$ cat src/rtl/imem_prog_loader.sv
// IMEM program loader: framed byte stream -> little-endian 32-bit IMEM writes with XOR check.
// Optional inter-byte timeout enabled by defining LOADER_TIMEOUT_EN.
module imem_prog_loader #(
   parameter int unsigned ADDR_W        = 5,
   parameter bit          HOLD_ON_RESET = 1'b1
`ifdef LOADER_TIMEOUT_EN
   ,
   parameter int unsigned TIMEOUT_CYC   = 1024
`endif
) (
   input  logic              clk,
   input  logic              RN,
   input  logic [7:0]        in_data,
   input  logic              in_valid,
   output logic              in_ready,
   output logic              imem_we,
   output logic [ADDR_W-1:0] imem_addr,
   output logic [31:0]       imem_wdata,
   output logic              core_hold,
   output logic              load_done,
   output logic              load_err,
   output logic [ADDR_W:0]   words_written
);

   localparam int unsigned DEPTH = 1 << ADDR_W;
   localparam int unsigned CNT_W = ADDR_W + 1;
   localparam logic [7:0]  SYNC  = 8'hA5;

   localparam logic [2:0] S_IDLE = 3'd0;
   localparam logic [2:0] S_LEN  = 3'd1;
   localparam logic [2:0] S_ADDR = 3'd2;
   localparam logic [2:0] S_DATA = 3'd3;
   localparam logic [2:0] S_CSUM = 3'd4;
   localparam logic [2:0] S_DONE = 3'd5;
   localparam logic [2:0] S_ERR  = 3'd6;

   logic [2:0]        state_q, state_d;
   logic [CNT_W-1:0]  len_q, len_d;
   logic [ADDR_W-1:0] ptr_q, ptr_d;
   logic [1:0]        lane_q, lane_d;
   logic [31:0]       word_q, word_d;
   logic [7:0]        xor_q, xor_d;
   logic              ready_q, ready_d;
   logic              we_q, we_d;
   logic [ADDR_W-1:0] addr_q, addr_d;
   logic [31:0]       wdata_q, wdata_d;
   logic              hold_q, hold_d;
   logic              done_q, done_d;
   logic              err_q, err_d;
   logic [CNT_W-1:0]  ww_q, ww_d;
   logic [CNT_W-1:0]  ww_inc;
   logic [31:0]       word_next;
   logic              accept;
   logic              timeout_hit;

   assign accept    = in_valid && ready_q;
   assign ww_inc    = ww_q + CNT_W'(1);
   assign word_next = {in_data, word_q[31:8]};

`ifdef LOADER_TIMEOUT_EN
   localparam int unsigned TO_W = $clog2(TIMEOUT_CYC + 1);

   logic [TO_W-1:0] tcnt_q;
   logic            in_frame;

   assign in_frame    = (state_q == S_LEN) || (state_q == S_ADDR) ||
                        (state_q == S_DATA) || (state_q == S_CSUM);
   assign timeout_hit = in_frame && !accept && (tcnt_q == TO_W'(TIMEOUT_CYC - 1));

   // Idle-cycle counter, cleared by every accepted byte and outside a frame
   always_ff @(posedge clk or negedge RN) begin
      if (!RN) begin
         tcnt_q <= '0;
      end else if (!in_frame || accept) begin
         tcnt_q <= '0;
      end else begin
         tcnt_q <= tcnt_q + TO_W'(1);
      end
   end
`else
   assign timeout_hit = 1'b0;
`endif

   // Next-state and registered-output logic
   always_comb begin
      state_d = state_q;
      len_d   = len_q;
      ptr_d   = ptr_q;
      lane_d  = lane_q;
      word_d  = word_q;
      xor_d   = xor_q;
      we_d    = 1'b0;
      addr_d  = addr_q;
      wdata_d = wdata_q;
      hold_d  = hold_q;
      done_d  = 1'b0;
      err_d   = err_q;
      ww_d    = ww_q;

      case (state_q)
         S_IDLE, S_ERR: begin
            if (accept && (in_data == SYNC)) begin
               state_d = S_LEN;
               hold_d  = 1'b1;
               err_d   = 1'b0;
               ww_d    = '0;
               xor_d   = '0;
            end
         end
         S_LEN: begin
            if (accept) begin
               if ((in_data == 8'd0) || (32'(in_data) > DEPTH)) begin
                  state_d = S_ERR;
                  err_d   = 1'b1;
               end else begin
                  len_d   = CNT_W'(in_data);
                  state_d = S_ADDR;
               end
            end
         end
         S_ADDR: begin
            if (accept) begin
               ptr_d   = ADDR_W'(in_data);
               lane_d  = 2'd0;
               state_d = S_DATA;
            end
         end
         S_DATA: begin
            if (accept) begin
               xor_d  = xor_q ^ in_data;
               word_d = word_next;
               lane_d = lane_q + 2'd1;
               // Last lane completes the word; it is written on the following cycle
               if (lane_q == 2'd3) begin
                  we_d    = 1'b1;
                  wdata_d = word_next;
                  addr_d  = ptr_q;
                  ptr_d   = ptr_q + ADDR_W'(1);
                  ww_d    = ww_inc;
                  if (ww_inc == len_q) begin
                     state_d = S_CSUM;
                  end
               end
            end
         end
         S_CSUM: begin
            if (accept) begin
               if (in_data == xor_q) begin
                  state_d = S_DONE;
                  done_d  = 1'b1;
                  hold_d  = 1'b0;
               end else begin
                  state_d = S_ERR;
                  err_d   = 1'b1;
               end
            end
         end
         S_DONE: begin
            state_d = S_IDLE;
         end
         default: begin
            state_d = S_IDLE;
         end
      endcase

      if (timeout_hit) begin
         state_d = S_ERR;
         err_d   = 1'b1;
         hold_d  = 1'b1;
      end

      ready_d = (state_d != S_DONE);
   end

   always_ff @(posedge clk or negedge RN) begin
      if (!RN) begin
         state_q <= S_IDLE;
         len_q   <= '0;
         ptr_q   <= '0;
         lane_q  <= '0;
         word_q  <= '0;
         xor_q   <= '0;
         ready_q <= 1'b1;
         we_q    <= 1'b0;
         addr_q  <= '0;
         wdata_q <= '0;
         hold_q  <= HOLD_ON_RESET;
         done_q  <= 1'b0;
         err_q   <= 1'b0;
         ww_q    <= '0;
      end else begin
         state_q <= state_d;
         len_q   <= len_d;
         ptr_q   <= ptr_d;
         lane_q  <= lane_d;
         word_q  <= word_d;
         xor_q   <= xor_d;
         ready_q <= ready_d;
         we_q    <= we_d;
         addr_q  <= addr_d;
         wdata_q <= wdata_d;
         hold_q  <= hold_d;
         done_q  <= done_d;
         err_q   <= err_d;
         ww_q    <= ww_d;
      end
   end

   assign in_ready      = ready_q;
   assign imem_we       = we_q;
   assign imem_addr     = addr_q;
   assign imem_wdata    = wdata_q;
   assign core_hold     = hold_q;
   assign load_done     = done_q;
   assign load_err      = err_q;
   assign words_written = ww_q;

endmodule
$ cat config.mk
export PLATFORM = sky130hd
export DESIGN_NAME = imem_prog_loader
export DESIGN_NICKNAME = d
export VERILOG_FILES = /design/src/rtl/imem_prog_loader.sv
export SDC_FILE = /design/constraint.sdc
export NUM_CORES = 1
export LEC_CHECK = 0
export ABC_CLOCK_PERIOD_IN_PS = 2200
export CAP_MARGIN = 20
export CELL_PAD_IN_SITES_DETAIL_PLACEMENT = 0
export CELL_PAD_IN_SITES_GLOBAL_PLACEMENT = 1
export CORE_ASPECT_RATIO = 1.1
export CORE_MARGIN = 2
export CORE_UTILIZATION = 45
export CTS_BUF_LIST = sky130_fd_sc_hd__clkbuf_4 sky130_fd_sc_hd__clkbuf_8
export DETAILED_ROUTE_END_ITERATION = 7
export GPL_ROUTABILITY_DRIVEN = 0
export HOLD_SLACK_MARGIN = 0.12
export PLACE_DENSITY_LB_ADDON = 0.1
export SYNTH_ARGS = -nofsm -noshare
export SYNTH_HDL_FRONTEND = slang
export SYNTH_SLANG_ARGS = --single-unit
$ cat constraint.sdc
create_clock -name clk -period 2.2 [get_ports clk]
set_input_delay 0.44 -clock clk [delete_from_list [all_inputs] [get_ports clk]]
set_output_delay 0.44 -clock clk [all_outputs]
set_load 0.01 [all_outputs]
==> impl_metrics.yaml <==
min_path:
  hold_class: "reg2reg"
  min_from: "word_q[12]"
  hold_path_depth: 2
floorplanning:
  die_area_um2: 10100
  fp.coreArea_um2: 9210
  die_w_um: 96.2
  start_util_pct: 45.7
  rows: 37
  pin_count: 59
  die_h_um: 105
logic_synthesis:
  ys_warn_count: 0
  ys_types: 41
  netlist_area_um2: 4210
  async_flop_share_pct: 100
  syn_inst: 385
  synth_top_area_cell: "dfrtp_1"
  synth_area_leaders: "dfrtp_1 (56%), mux2_1 (9.4%), nand2_1 (8.3%), o21ai_1 (2.9%), mux2_4 (2.1%)"
  synth_fp_nets: 399
  ys_seq_elements: 96
  synth_area_per_cell_um2: 10.9
  synth_ff_type: "dfrtp_1"
  ys_seq_area_share_pct: 57.2
  yosysTopAreaCellShare_pct: 55.9
  synth_edf_count: 0
critical_path:
  critPathArrivalTime_ps: 2340
  critPathTopFamily: "simple AND/OR/NAND/NOR gates"
  crit_cells: 7
  required_ps: 2460
  start_kind: "input pin"
  critPathBufInv: 2
  r2r_cells: 7
  setup.worst_path.end_class: "register"
  path_max_fanout: 6
  worstReg2RegStart: "words_written[0]"
  path_class: "in2reg"
  crit_path_max_incr_delay_ps: 440
  cpMaxStageDelayCell: "clkdlybuf4s50_1"
  timing.critical_path.cells: "clkdlybuf4s50_1, or3_4, o31a_1, nor4_2, nand2b_1, buf_12, mux2_4"
  cp-startpoint: "in_data[1]"
layout:
  fin_nets: 491
  final_cell_area_um2: 5380
  antenna_cells: 0
  drive_gt1_share_pct: 14.8
  area_delta_synth_final_pct: 27.9
power_and_ir_drop:
  switchingPower_uw: 1910
  intPower_uw: 3830
  powerDensity_nw_per_um2: 1070
  p_leak_uw: 0.00261
  clockPowerShare_pct: 18.5
  p_total_uw: 5730
  seqPwrFrac_pct: 48.5
  vdd_drop_max_mv: 0.515
  power_frac_comb_pct: 32.9
  switching_share_pct: 33.3
sta:
  rsz0062_at_grt: "false"
  post-route-period-util_pct: 94.7
  layout_min_cycle_time_ps: 2080
  hold_violations: 0
  slew_headroom_pct: 53.2
  maxSlewViolCount: 0
  tightestPinTransition_ps: 703
  timing.fmax_ghz: 0.480
  finalSetupViolations: 0
  finalSetupTns_ps: 0
  fin_worst_skew_ps: 8.47
routing:
  vias_per_cell: 5.20
  drt_iter0_drc: 108
  num_vias: 3108
  remaining_drc_errors: 0
  postRouteAntennaNets: 0
  totalWireLength_mm: 9.06
  drt-pass1-iter-count: 4
  routedWlPerCell_um: 15.2
place:
  dpl_cell_area_um2: 5200
  hpwlAfterDp_mm: 6.35
  io_buffers: 58
clocking:
  numCtsBuffers: 9
  htreeDepth: 3
  cts_tree: "yes"
  cts-resized-gates: 0
  insertion_delay_ps: 370
  cts.sinks: 96
  cts.path.max_buffers: 2
  root_buffer: "clkbuf_8"
  clk_pin_slew_ps: 80
global_route:
  grt_max_degree: 46
  track_usage_pct: 19.3
  antenna_found_initial: 0
  grt_pass1_wl_mm: 15.0
  overflow: 0
  grt_pass1_vias: 2985
job:
  cap_violations: 0
run_status:
  status: "complete, no violations"
path summary, 6_finish.rpt:
kind	end	slack [ps]
max in group asynchronous	word_q[28]	980
min in group asynchronous	imem_addr[3]	620
max	len_q[1]	120
min	word_q[12]	480
min reg2reg	word_q[12]	480
max reg2reg	state_q[2]	250
cells in the final DEF (no fill, tap or decap), drive strengths merged, types with 6 or more instances in the layout:
master         count
nand3             12
o21ai             30
inv                6
xor2               9
mux2              44
a21oi             12
nand2             93
dfrtp             94
clkbuf            12
nor2              14
nor4               7
xnor2              6
buf               40
or3                6
clkdlybuf4s50     57
routing by layer:
| layer | up-vias | share of wire [%] | global-route usage (%) |
|---|---|---|---|
| li1 | 1493 | - | - |
| met4 | 0 | 2.2 | 9.39 |
| met2 | 64 | 47 | 29.6 |
| met5 | - | 0 | 0 |
| met1 | 1538 | 48 | 26.9 |
| met3 | 13 | 3.5 | 2.64 |
synthesized netlist by cell type (all sizes together) (3+ instances only):
master  instances
nand3          12
xor2            9
nor4            7
buf             7
inv             6
ha              3
or3             6
a21oi          12
nor2           14
nor3            4
xnor2           6
nand2          93
mux2           44
dfrtp          94
nand2b          4
o21ai          30
clkbuf         10
power by group through the flow:
stage               Sequential [µW]  Clock (µW)  Combinational [µW]
floorplan                      2800           0                1010
global placement               2800           0                1870
detailed placement             2820           0                1900
CTS                            2790        1100                1910
global route                   2870        1160                2100
finish                         2780        1060                1890
area by class of cell:
class                   count  area, µm²
repair buffers             98        931
multi-input cells         266       1700
clock buffers              12        153
flip-flops and latches     96       2400
well taps                 117        146
fillers                   801       3830
clock inverters             3       18.8
inverters                   6       22.5
cells by family (layout without fill, tap and decap cells):
group                      after synthesis  count (layout)  share of synthesized area, %
AOI/OAI and AO/OA                       50              50                          6.57
muxes                                   45              45                          12.6
DFF                                     96              96                          57.2
xor gates and xnor gates                17              17                          4.19
and+or+nand+nor                        151             151                          16.2
adders and majority gates                3               3                         0.892
buffers and inverters                   23             119                          2.41
tightest hold or removal path: cells and delay by family, from the launching register on:
kind             cells  cell delay [ps]
flip-flops           1              350
AND/OR/NAND/NOR      2              100
sequential cells by signal, indices dropped and copies added, names as in the netlist:
| name | cells |
|---|---|
| core_hold | 1 |
| ptr_q | 5 |
| in_ready | 1 |
| state_q | 3 |
| imem_addr | 5 |
| words_written | 6 |
| imem_we | 1 |
| word_q | 24 |
| lane_q | 2 |
| xor_q | 8 |
| load_err | 1 |
| imem_wdata | 32 |
| load_done | 1 |
| len_q | 6 |
through the flow:
step,hold WS (ps),util [%],setup WS [ps],cells
6_report,479,58.4,116,598
5_1_grt,510,58.4,3.10,598
4_1_cts,484,58.4,115,598
3_5_place_dp,463,56.4,-279,582
3_3_place_gp,457,56.4,-230,582
2_1_floorplan,144,-,297,385
timing repair:
action | CTS | global route
endpoints found under the setup margin | 0 | 0
hold endpoints to repair | 41 | 0
hold buffers | 1 | 0
setup buffers | 0 | 0
Note: power is estimated with default switching activity, not from simulation.
